==> config.mk <==
export PLATFORM = sky130hd
export DESIGN_NAME = write_control
export DESIGN_NICKNAME = d
export VERILOG_FILES = /design/src/rtl/write_control.sv
export SDC_FILE = /design/constraint.sdc
export NUM_CORES = 1
export LEC_CHECK = 0
export BUFFER_PORTS_ARGS = -buffer_cell sky130_fd_sc_hd__buf_2
export CAP_MARGIN = 20
export CORE_MARGIN = 8
export CORE_UTILIZATION = 40
export DETAILED_ROUTE_END_ITERATION = 8
export PLACE_DENSITY = 0.61
export SLEW_MARGIN = 20
export SYNTH_ARGS = -nofsm -noshare
export SYNTH_HDL_FRONTEND = slang
export SYNTH_SLANG_ARGS = --single-unit
==> constraint.sdc <==
create_clock -name clk -period 5.8 [get_ports clk]
set_clock_uncertainty 0.05 [all_clocks]
set_input_delay 0.29 -clock clk [delete_from_list [all_inputs] [get_ports clk]]
set_output_delay 0.29 -clock clk [all_outputs]
set_load 0.005 [all_outputs]
==> src/rtl/write_control.sv <==
// write_control: write side of the event-package ring buffer.
// Each accepted trigger streams one package of PACKAGE_LENGTH words into the
// shared memory at consecutive (wrapping) addresses. All 16 channels share
// the same write enable and address. A read_start pulse follows every complete
// package. Packages that have been stored but not yet read are counted so
// that unread data is never overwritten. Rejected triggers are counted.
module write_control #(
    parameter int PACKAGE_LENGTH = 518,
    parameter int MEMORY_DEPTH   = 24576,
    parameter int MAX_PACKAGES   = 47
) (
    input  logic        clk,
    input  logic        rst,
    input  logic        live_rising,
    input  logic        trigger,
    input  logic        read_done,
    output logic        wen,
    output logic [14:0] waddr,
    output logic        read_start,
    output logic        busy,
    output logic [5:0]  n_stored,
    output logic [15:0] n_lost
);

    localparam logic [15:0] DEPTH16   = 16'(MEMORY_DEPTH);
    localparam logic [15:0] PKG_LEN16 = 16'(PACKAGE_LENGTH);
    localparam logic [11:0] LAST_CNT  = 12'(PACKAGE_LENGTH - 1);
    localparam logic [5:0]  MAX_PKG   = 6'(MAX_PACKAGES);

    typedef enum logic {
        IDLE  = 1'b0,
        WRITE = 1'b1
    } state_t;

    state_t      state_reg,      state_next;
    logic        wen_reg,        wen_next;
    logic [14:0] waddr_reg,      waddr_next;
    logic [11:0] cnt_reg,        cnt_next;
    logic [14:0] wptr_reg,       wptr_next;
    logic        read_start_reg, read_start_next;
    logic [5:0]  n_stored_reg,   n_stored_next;
    logic [15:0] n_lost_reg,     n_lost_next;

    // Address arithmetic is done one bit wider so the wrap compare cannot overflow.
    logic [15:0] addr_inc16;
    logic [15:0] wptr_sum16;
    logic        full;
    logic        complete;
    logic        reject;
    logic        freed;

    assign addr_inc16 = {1'b0, waddr_reg} + 16'd1;
    assign wptr_sum16 = {1'b0, wptr_reg} + PKG_LEN16;
    // Fullness uses the current count; a read_done in this same cycle does not help.
    assign full       = (n_stored_reg >= MAX_PKG);
    // A read_done with nothing stored is ignored so the count never underflows.
    assign freed      = read_done && (n_stored_reg != 6'd0);

    // State, address and pointer registers.
    always_ff @(posedge clk or posedge rst) begin
        if (rst) begin
            state_reg      <= IDLE;
            wen_reg        <= 1'b0;
            waddr_reg      <= 15'd0;
            cnt_reg        <= 12'd0;
            wptr_reg       <= 15'd0;
            read_start_reg <= 1'b0;
            n_stored_reg   <= 6'd0;
            n_lost_reg     <= 16'd0;
        end else begin
            state_reg      <= state_next;
            wen_reg        <= wen_next;
            waddr_reg      <= waddr_next;
            cnt_reg        <= cnt_next;
            wptr_reg       <= wptr_next;
            read_start_reg <= read_start_next;
            n_stored_reg   <= n_stored_next;
            n_lost_reg     <= n_lost_next;
        end
    end

    // Next-state logic: trigger acceptance, word streaming and package completion.
    always_comb begin
        state_next      = state_reg;
        wen_next        = wen_reg;
        waddr_next      = waddr_reg;
        cnt_next        = cnt_reg;
        wptr_next       = wptr_reg;
        read_start_next = 1'b0;
        complete        = 1'b0;
        reject          = 1'b0;

        if (live_rising) begin
            // Run-start clear wins over everything and drops any partial package.
            state_next = IDLE;
            wen_next   = 1'b0;
            waddr_next = 15'd0;
            cnt_next   = 12'd0;
            wptr_next  = 15'd0;
        end else begin
            case (state_reg)
                IDLE: begin
                    if (trigger) begin
                        if (full) begin
                            reject = 1'b1;
                        end else begin
                            state_next = WRITE;
                            wen_next   = 1'b1;
                            waddr_next = wptr_reg;
                            cnt_next   = 12'd0;
                        end
                    end
                end
                WRITE: begin
                    // A trigger during a package is never queued.
                    if (trigger) begin
                        reject = 1'b1;
                    end
                    if (cnt_reg == LAST_CNT) begin
                        state_next      = IDLE;
                        wen_next        = 1'b0;
                        read_start_next = 1'b1;
                        complete        = 1'b1;
                        // Same start-address progression the read side uses.
                        wptr_next = (wptr_sum16 < DEPTH16) ? wptr_sum16[14:0]
                                                           : 15'(wptr_sum16 - DEPTH16);
                    end else begin
                        cnt_next   = cnt_reg + 12'd1;
                        waddr_next = (addr_inc16 >= DEPTH16) ? 15'd0 : addr_inc16[14:0];
                    end
                end
                default: begin
                    state_next = IDLE;
                    wen_next   = 1'b0;
                end
            endcase
        end
    end

    // Stored-package and lost-trigger counters.
    always_comb begin
        n_stored_next = n_stored_reg;
        n_lost_next   = n_lost_reg;
        if (live_rising) begin
            n_stored_next = 6'd0;
            n_lost_next   = 16'd0;
        end else begin
            if (complete && !freed) begin
                n_stored_next = n_stored_reg + 6'd1;
            end else if (!complete && freed) begin
                n_stored_next = n_stored_reg - 6'd1;
            end
            if (reject && (n_lost_reg != 16'hFFFF)) begin
                n_lost_next = n_lost_reg + 16'd1;
            end
        end
    end

    assign wen        = wen_reg;
    assign waddr      = waddr_reg;
    assign read_start = read_start_reg;
    assign busy       = (state_reg == WRITE);
    assign n_stored   = n_stored_reg;
    assign n_lost     = n_lost_reg;

endmodule

* Word level (Yosys, flattened, before mapping)
Cells that the tools add are included. W data, S select, Z words.
Storage, ports and cells: register bits 67, word-level logic and storage cells 77, output and inout bits 40
Cells by class: magnitude comparators 3, reduce and logical (&&, ||, !) cells 14, equality and inequality tests 6, $add $sub $neg 7, bitwise gates (word level) 1, mux-type cells 38
Operators by type and width (count):
- $mux W15 | 9
- $mux W12 | 4
- $mux W16 | 2
- $pmux W15 S2 | 1
- $pmux W12 S2 | 1
- $mux W6 | 3
- $add A15 B1 Y16 const B | 1
- $add A15 B10 Y16 const B | 1
- $add A16 B1 Y16 const B | 1
- $ge A16 B15 Y1 const B | 1
- $lt A16 B15 Y1 const B | 1
- $ne A16 B16 Y1 const B | 1
- $mux W1 | 15
- $sub A15 B15 Y15 const B | 1
- $add A12 B1 Y12 const B | 1
- $eq A12 B10 Y1 const B | 1
- $ne A3 B3 Y1 const B | 3
- $add A6 B1 Y6 const B | 1
- $ge A6 B6 Y1 const B | 1
- $pmux W1 S2 | 3
- $reduce_and A3 Y1 | 2
- $reduce_bool A2 Y1 | 3
- $reduce_bool A6 Y1 | 1
- $sub A6 B1 Y6 const B | 1
- other kinds (6) | 10

* Depth between registers and ports, before layout
word-level depth 9, mapped depth 13, mapped depth without buffers 13

* Worst setup path before layout
No wires, ideal clock.
path type register -> register, from reg cnt_reg[1], to reg n_stored_reg[5], in the netlist n_stored[5], slack 3.047 ns, clock period less this slack 2.753 ns, stages on the path, launching flop included 13, arrival time 2.608 ns, cell sequence dfrtp_1 > inv_1 > ha_1 > nor4b_2 > nand4_2 > or2_1 > ha_1 > a211oi_1 > o21bai_1 > a21o_1 > a21oi_1 > a211oi_1 > o31ai_1
On the way: word-level cells in the longest chain between the ends 7
Ends and longest elaborated chain:
- start: declaration | RTL line 38 | logic [11:0] cnt_reg, cnt_next;
- start signal: assignment | RTL line 74 | cnt_reg <= cnt_next;
- $eq A12 B10 Y1 (*) | RTL line 119 | if (cnt_reg == LAST_CNT) begin
- $mux W1 (*) | RTL line 119
- $mux W1 (*) | RTL line 101 | case (state_reg)
- $mux W1 (*) | RTL line 93 | if (live_rising) begin
- $logic_and A1 B1 Y1 / $logic_not A1 Y1 (equally long branches) | RTL line 148, 150
- $mux W6 / $logic_and A1 B1 Y1 (equally long branches) | RTL line 148, 150
- $mux W6 / $reduce_bool A3 Y1 (equally long branches)
- end signal: assignment | RTL line 77 | n_stored_reg <= n_stored_next;
- end: declaration | RTL line 41 | logic [5:0] n_stored_reg, n_stored_next;
Every way passes the cells marked *; elsewhere a longest branch is shown, timed or not. A chain may end at the register's enable or synchronous reset.

* Final worst setup path
from reg state_reg, in the netlist busy, to reg n_stored_reg[5], in the netlist n_stored[5]
On the way: word-level cells in the longest chain between the ends 5
Ends and longest elaborated chain:
- start: declaration | RTL line 35 | state_t state_reg, state_next;
- start signal: assignment | RTL line 71 | state_reg <= state_next;
- $mux W1 (*) | RTL line 101
- $mux W1 (*) | RTL line 93
- $logic_and A1 B1 Y1 / $logic_not A1 Y1 (equally long branches) | RTL line 148, 150
- $mux W6 / $logic_and A1 B1 Y1 (equally long branches) | RTL line 148, 150
- $mux W6 / $reduce_bool A3 Y1 (equally long branches)
Marked as above.

==> impl_results.html <==
<table>
<tr><th>Metric</th><th>Value</th></tr>
<tr><th colspan="2">Setup path</th></tr>
<tr><td>CP Launch Type</td><td>flip-flop</td></tr>
<tr><td>Endpoint of the worst-slack reg-to-reg timing path</td><td>n_stored[5]</td></tr>
<tr><td>Worst setup path class</td><td>flip-flop to flip-flop</td></tr>
<tr><td>Kind of end point of the critical path</td><td>flip-flop</td></tr>
<tr><td>Data arrival time of the worst path</td><td>3.36 ns</td></tr>
<tr><td>Critical register-to-register path startpoint</td><td>busy</td></tr>
<tr><td>Worst Path Required</td><td>5.99 ns</td></tr>
<tr><td>Reg2reg path depth</td><td>10</td></tr>
<tr><td>Max FO, Critical Path</td><td>15</td></tr>
<tr><td>Register-to-register path setup slack</td><td>2.63 ns</td></tr>
<tr><th colspan="2">Final layout</th></tr>
<tr><td>Final Instance Area</td><td>4489 µm²</td></tr>
<tr><td>Filler-free cell count of the finished design</td><td>605</td></tr>
<tr><td>Area growth, synth to finish</td><td>12.58%</td></tr>
<tr><td>Inserted Diodes</td><td>0</td></tr>
<tr><td>Fillcell total</td><td>956</td></tr>
<tr><td>Total Nets Final</td><td>482</td></tr>
<tr><td>Layout cell share with drive strength beyond 1</td><td>19.92%</td></tr>
<tr><td>Fraction of the core area covered by cells at the end of the flow</td><td>46.14%</td></tr>
<tr><td>Flip-flop count of the largest register, all copies and words added</td><td>16</td></tr>
<tr><td>Area of the multi-input gates</td><td>2142 µm²</td></tr>
<tr><td>Register cell area after layout</td><td>1652 µm²</td></tr>
<tr><th colspan="2">Global route</th></tr>
<tr><td>Grt total ovfl</td><td>0</td></tr>
<tr><td>Maximum number of pins on one net before global-route repair</td><td>67</td></tr>
<tr><td>Number of global-route vias before repair</td><td>3,343</td></tr>
<tr><td>Wire length of the first global-routing pass</td><td>16,440 µm</td></tr>
<tr><td>Overall track demand over capacity in global routing</td><td>15.16%</td></tr>
<tr><td>Initial antenna violation count</td><td>0</td></tr>
<tr><th colspan="2">Synth</th></tr>
<tr><td>YS warnings</td><td>0</td></tr>
<tr><td>Dominant register cell in the synthesized netlist</td><td>sky130_fd_sc_hd__dfrtp_1</td></tr>
<tr><td>Fraction of the yosys area taken by sequential cells</td><td>41.42%</td></tr>
<tr><td>Yosys cell types</td><td>68</td></tr>
<tr><td>Async set or reset register ratio after synthesis</td><td>100.0%</td></tr>
<tr><td>Count of state elements after synthesis</td><td>66</td></tr>
<tr><td>Synth Instances</td><td>424</td></tr>
<tr><td>Synth Cell Area</td><td>3988 µm²</td></tr>
<tr><td>EDFF count, synth</td><td>0</td></tr>
<tr><td>Average cell area after synthesis</td><td>9.405 µm²</td></tr>
<tr><td>Syn nets</td><td>439</td></tr>
<tr><th colspan="2">Timing</th></tr>
<tr><td>Setup tns final</td><td>0 ns</td></tr>
<tr><td>Time the worst path needs with I/O delays and setup</td><td>3.170 ns</td></tr>
<tr><td>Final setup vio count</td><td>0</td></tr>
<tr><td>Max-slew headroom</td><td>33.32%</td></tr>
<tr><td>Achievable Freq</td><td>0.3155 GHz</td></tr>
<tr><td>Setup repair after global routing missed its margin</td><td>false</td></tr>
<tr><td>Period utilization</td><td>54.65%</td></tr>
<tr><td>Post-route worst hold slack</td><td>0.1500 ns</td></tr>
<tr><td>Worst path setup slack after routing</td><td>2.630 ns</td></tr>
<tr><td>Max Transition Viols Final</td><td>0</td></tr>
<tr><td>Number of hold violations in the final report</td><td>0</td></tr>
<tr><td>Actual slew at the worst max-slew pin</td><td>0.9966 ns</td></tr>
<tr><th colspan="2">Floorplanning</th></tr>
<tr><td>IO Count</td><td>45</td></tr>
<tr><td>Overall die area</td><td>13,420 µm²</td></tr>
<tr><td>Chip width</td><td>115.8 µm</td></tr>
<tr><td>Cell row count</td><td>36</td></tr>
<tr><td>Area of the core</td><td>9729 µm²</td></tr>
<tr><td>Chip height</td><td>115.8 µm</td></tr>
<tr><td>Initial Util</td><td>40.99%</td></tr>
<tr><th colspan="2">Detailed routing</th></tr>
<tr><td>Avg Vias per Cell</td><td>5.293</td></tr>
<tr><td>DR vias</td><td>3,202</td></tr>
<tr><td>DRC violation total after the first TritonRoute iteration</td><td>236</td></tr>
<tr><td>DRC</td><td>0</td></tr>
<tr><td>Detailed-router iteration count before antenna repair</td><td>4</td></tr>
<tr><td>Count of nets left with antenna violations after detail routing</td><td>0</td></tr>
<tr><td>Wire length per cell</td><td>15.85 µm</td></tr>
<tr><td>Total length of routed wires</td><td>9588 µm</td></tr>
<tr><th colspan="2">Clock network</th></tr>
<tr><td>Insertion delay to the later sink of the worst-skew pair</td><td>0.33 ns</td></tr>
<tr><td>Total CTS buffers</td><td>9</td></tr>
<tr><td>Register clock-pin slew on the reported worst setup and hold paths</td><td>0.08 ns</td></tr>
<tr><td>Setup Buffers After CTS</td><td>0</td></tr>
<tr><td>CTS sink cnt</td><td>66</td></tr>
<tr><td>CTS tree</td><td>yes</td></tr>
<tr><td>Clock root cell</td><td>sky130_fd_sc_hd__clkbuf_8</td></tr>
<tr><td>Number of hold buffers added after cts</td><td>0</td></tr>
<tr><td>Number of buffers on the longest clock path</td><td>2</td></tr>
<tr><td>Post-CTS sizing</td><td>0</td></tr>
<tr><td>Number of levels in the clock H-tree</td><td>3</td></tr>
<tr><th colspan="2">Placed design</th></tr>
<tr><td>Area after DPL</td><td>4304 µm²</td></tr>
<tr><td>Cells after DPL</td><td>589</td></tr>
<tr><td>Half-perimeter wire length after detailed placement</td><td>6751 µm</td></tr>
<tr><td>Worst slack at placement</td><td>2.522 ns</td></tr>
<tr><td>Port Buf Inserts</td><td>44</td></tr>
<tr><td>GPL Wtd Cong</td><td>0.8138</td></tr>
<tr><th colspan="2">Power and ir drop</th></tr>
<tr><td>P_int</td><td>0.8201 mW</td></tr>
<tr><td>Psw</td><td>0.3888 mW</td></tr>
<tr><td>Leak</td><td>1.955 nW</td></tr>
<tr><td>Power share of the sequential group</td><td>44.0%</td></tr>
<tr><td>Combinational fraction of design power</td><td>25.2%</td></tr>
<tr><td>Tot Pwr</td><td>1.209 mW</td></tr>
<tr><td>Worst IR drop on VDD</td><td>0.1384 mV</td></tr>
<tr><td>Ratio of total power to cell area</td><td>269.3 nW/µm²</td></tr>
<tr><td>Sw frac</td><td>32.16%</td></tr>
<tr><td>Part of the power in the clock network</td><td>30.8%</td></tr>
<tr><th colspan="2">Run status</th></tr>
<tr><td>Status</td><td>finished, final reports clean</td></tr>
<tr><th colspan="2">Flow run</th></tr>
<tr><td>Reported max-cap violation count</td><td>0</td></tr>
<tr><th colspan="2">Min path</th></tr>
<tr><td>Class of the most critical hold timing path</td><td>primary input to asynchronous set/reset pin</td></tr>
</table>
==> cell usage in the layout (no fill, tap or decap), types with 3 or more instances in the layout <==
cell | netlist | routed
sky130_fd_sc_hd__nor4b_2 | 3 | 3
sky130_fd_sc_hd__and3_1 | 6 | 6
sky130_fd_sc_hd__and2_1 | 3 | 3
sky130_fd_sc_hd__a21oi_1 | 14 | 14
sky130_fd_sc_hd__nor3_1 | 8 | 8
sky130_fd_sc_hd__clkinv_2 | 0 | 4
sky130_fd_sc_hd__nor3b_1 | 4 | 4
sky130_fd_sc_hd__buf_2 | 2 | 44
sky130_fd_sc_hd__mux2i_1 | 4 | 4
sky130_fd_sc_hd__o21ai_1 | 5 | 5
sky130_fd_sc_hd__a41oi_1 | 3 | 3
sky130_fd_sc_hd__nor2_1 | 55 | 55
sky130_fd_sc_hd__and4_1 | 5 | 5
sky130_fd_sc_hd__a22oi_1 | 3 | 3
sky130_fd_sc_hd__xnor2_1 | 22 | 22
sky130_fd_sc_hd__inv_2 | 2 | 3
sky130_fd_sc_hd__dfrtp_1 | 66 | 66
sky130_fd_sc_hd__a31oi_1 | 5 | 5
sky130_fd_sc_hd__o21ai_0 | 13 | 13
sky130_fd_sc_hd__clkbuf_8 | 0 | 9
sky130_fd_sc_hd__nand3_1 | 26 | 26
sky130_fd_sc_hd__o22ai_1 | 5 | 5
sky130_fd_sc_hd__a211oi_1 | 5 | 5
sky130_fd_sc_hd__ha_1 | 9 | 9
sky130_fd_sc_hd__nor3_2 | 5 | 5
sky130_fd_sc_hd__nand4_1 | 8 | 8
sky130_fd_sc_hd__inv_1 | 27 | 26
sky130_fd_sc_hd__a21oi_2 | 4 | 4
sky130_fd_sc_hd__a21o_1 | 6 | 6
sky130_fd_sc_hd__or3_1 | 6 | 6
sky130_fd_sc_hd__xor2_1 | 13 | 13
sky130_fd_sc_hd__nand2_1 | 28 | 28
sky130_fd_sc_hd__a32oi_1 | 3 | 3
==> worst max-delay path by stage <==
stage                      startpoint     endpoint  slack [ns]  depth (start not counted)
after global routing             busy  n_stored[5]        2.41                         10
final                            busy  n_stored[5]        2.63                         10
after floorplan            cnt_reg[1]  n_stored[5]        3.05                         12
after CTS                        busy  n_stored[5]        2.63                         10
after global placement    live_rising  n_stored[5]        2.68                         11
after detailed placement  live_rising  n_stored[5]        2.52                         11
==> power groups by stage <==
| stage | Clock (mW) | Sequential, mW | Combinational, mW |
|---|---|---|---|
| 6_report | 0.373 | 0.532 | 0.304 |
| 5_1_grt | 0.402 | 0.537 | 0.341 |
| 4_1_cts | 0.383 | 0.532 | 0.308 |
| 3_5_place_dp | 0 | 0.539 | 0.306 |
| 3_3_place_gp | 0 | 0.538 | 0.301 |
| 2_1_floorplan | 0 | 0.529 | 0.238 |
==> Yosys cell counts (all sizes together) (6+ instances only) <==
cell    number  share of area [%]
a21o         6                1.1
o21ai       19                2.5
buf          8                1.6
xor2        13                2.9
nor4b        6                2.2
or3          6               0.94
nand2       28                2.6
clkbuf       6               0.56
nor3        13                2.3
nand4       10                1.9
ha           9                2.8
xnor2       23                5.2
and3         6               0.94
nor2        55                5.2
inv         29                2.7
a21oi       19                3.0
nand3       27                3.5
dfrtp       66                 41
==> kinds of logic after synthesis <==
logic type	share of synthesized area, %
AND/OR/NAND/NOR	24.91
XOR/XNOR	8.095
flip-flops	41.42
multiplexers	1.004
adder cells (fa/ha/maj)	3.326
buffers and inverters	4.863
AO/OA/AOI/OAI	16.38
==> layout make-up <==
| class | instances | area share (%) |
|---|---|---|
| Clock inverter | 6 | 1.282 |
| Timing Repair Buffer | 46 | 5.240 |
| Inverter | 29 | 2.425 |
| Sequential cell | 66 | 36.79 |
| Tap cell | 133 | 3.707 |
| Multi-Input combinational cell | 315 | 47.71 |
| Clock buffer | 10 | 2.843 |
==> routing by layer <==
metal | vias to the layer above | share of wire, % | track usage, %
li1 | 1595 | - | -
met1 | 1511 | 46 | 19.23
met4 | 0 | 1.9 | 5.099
met3 | 16 | 4.2 | 3.439
met5 | - | 0 | 0
met2 | 80 | 48 | 24.82
==> critical path: stages, from the launching register on <==
cell                       delay, ns
sky130_fd_sc_hd__dfrtp_1        0.70
sky130_fd_sc_hd__and2b_1        0.27
sky130_fd_sc_hd__nand4_2        0.26
sky130_fd_sc_hd__or2_1          0.38
sky130_fd_sc_hd__ha_1           0.33
sky130_fd_sc_hd__a211oi_1       0.28
sky130_fd_sc_hd__o21bai_1       0.11
sky130_fd_sc_hd__a21o_1         0.22
sky130_fd_sc_hd__nor3b_1        0.19
sky130_fd_sc_hd__a211oi_1       0.07
sky130_fd_sc_hd__o31ai_1        0.21
No activity file was read; power rests on OpenSTA's default activity.
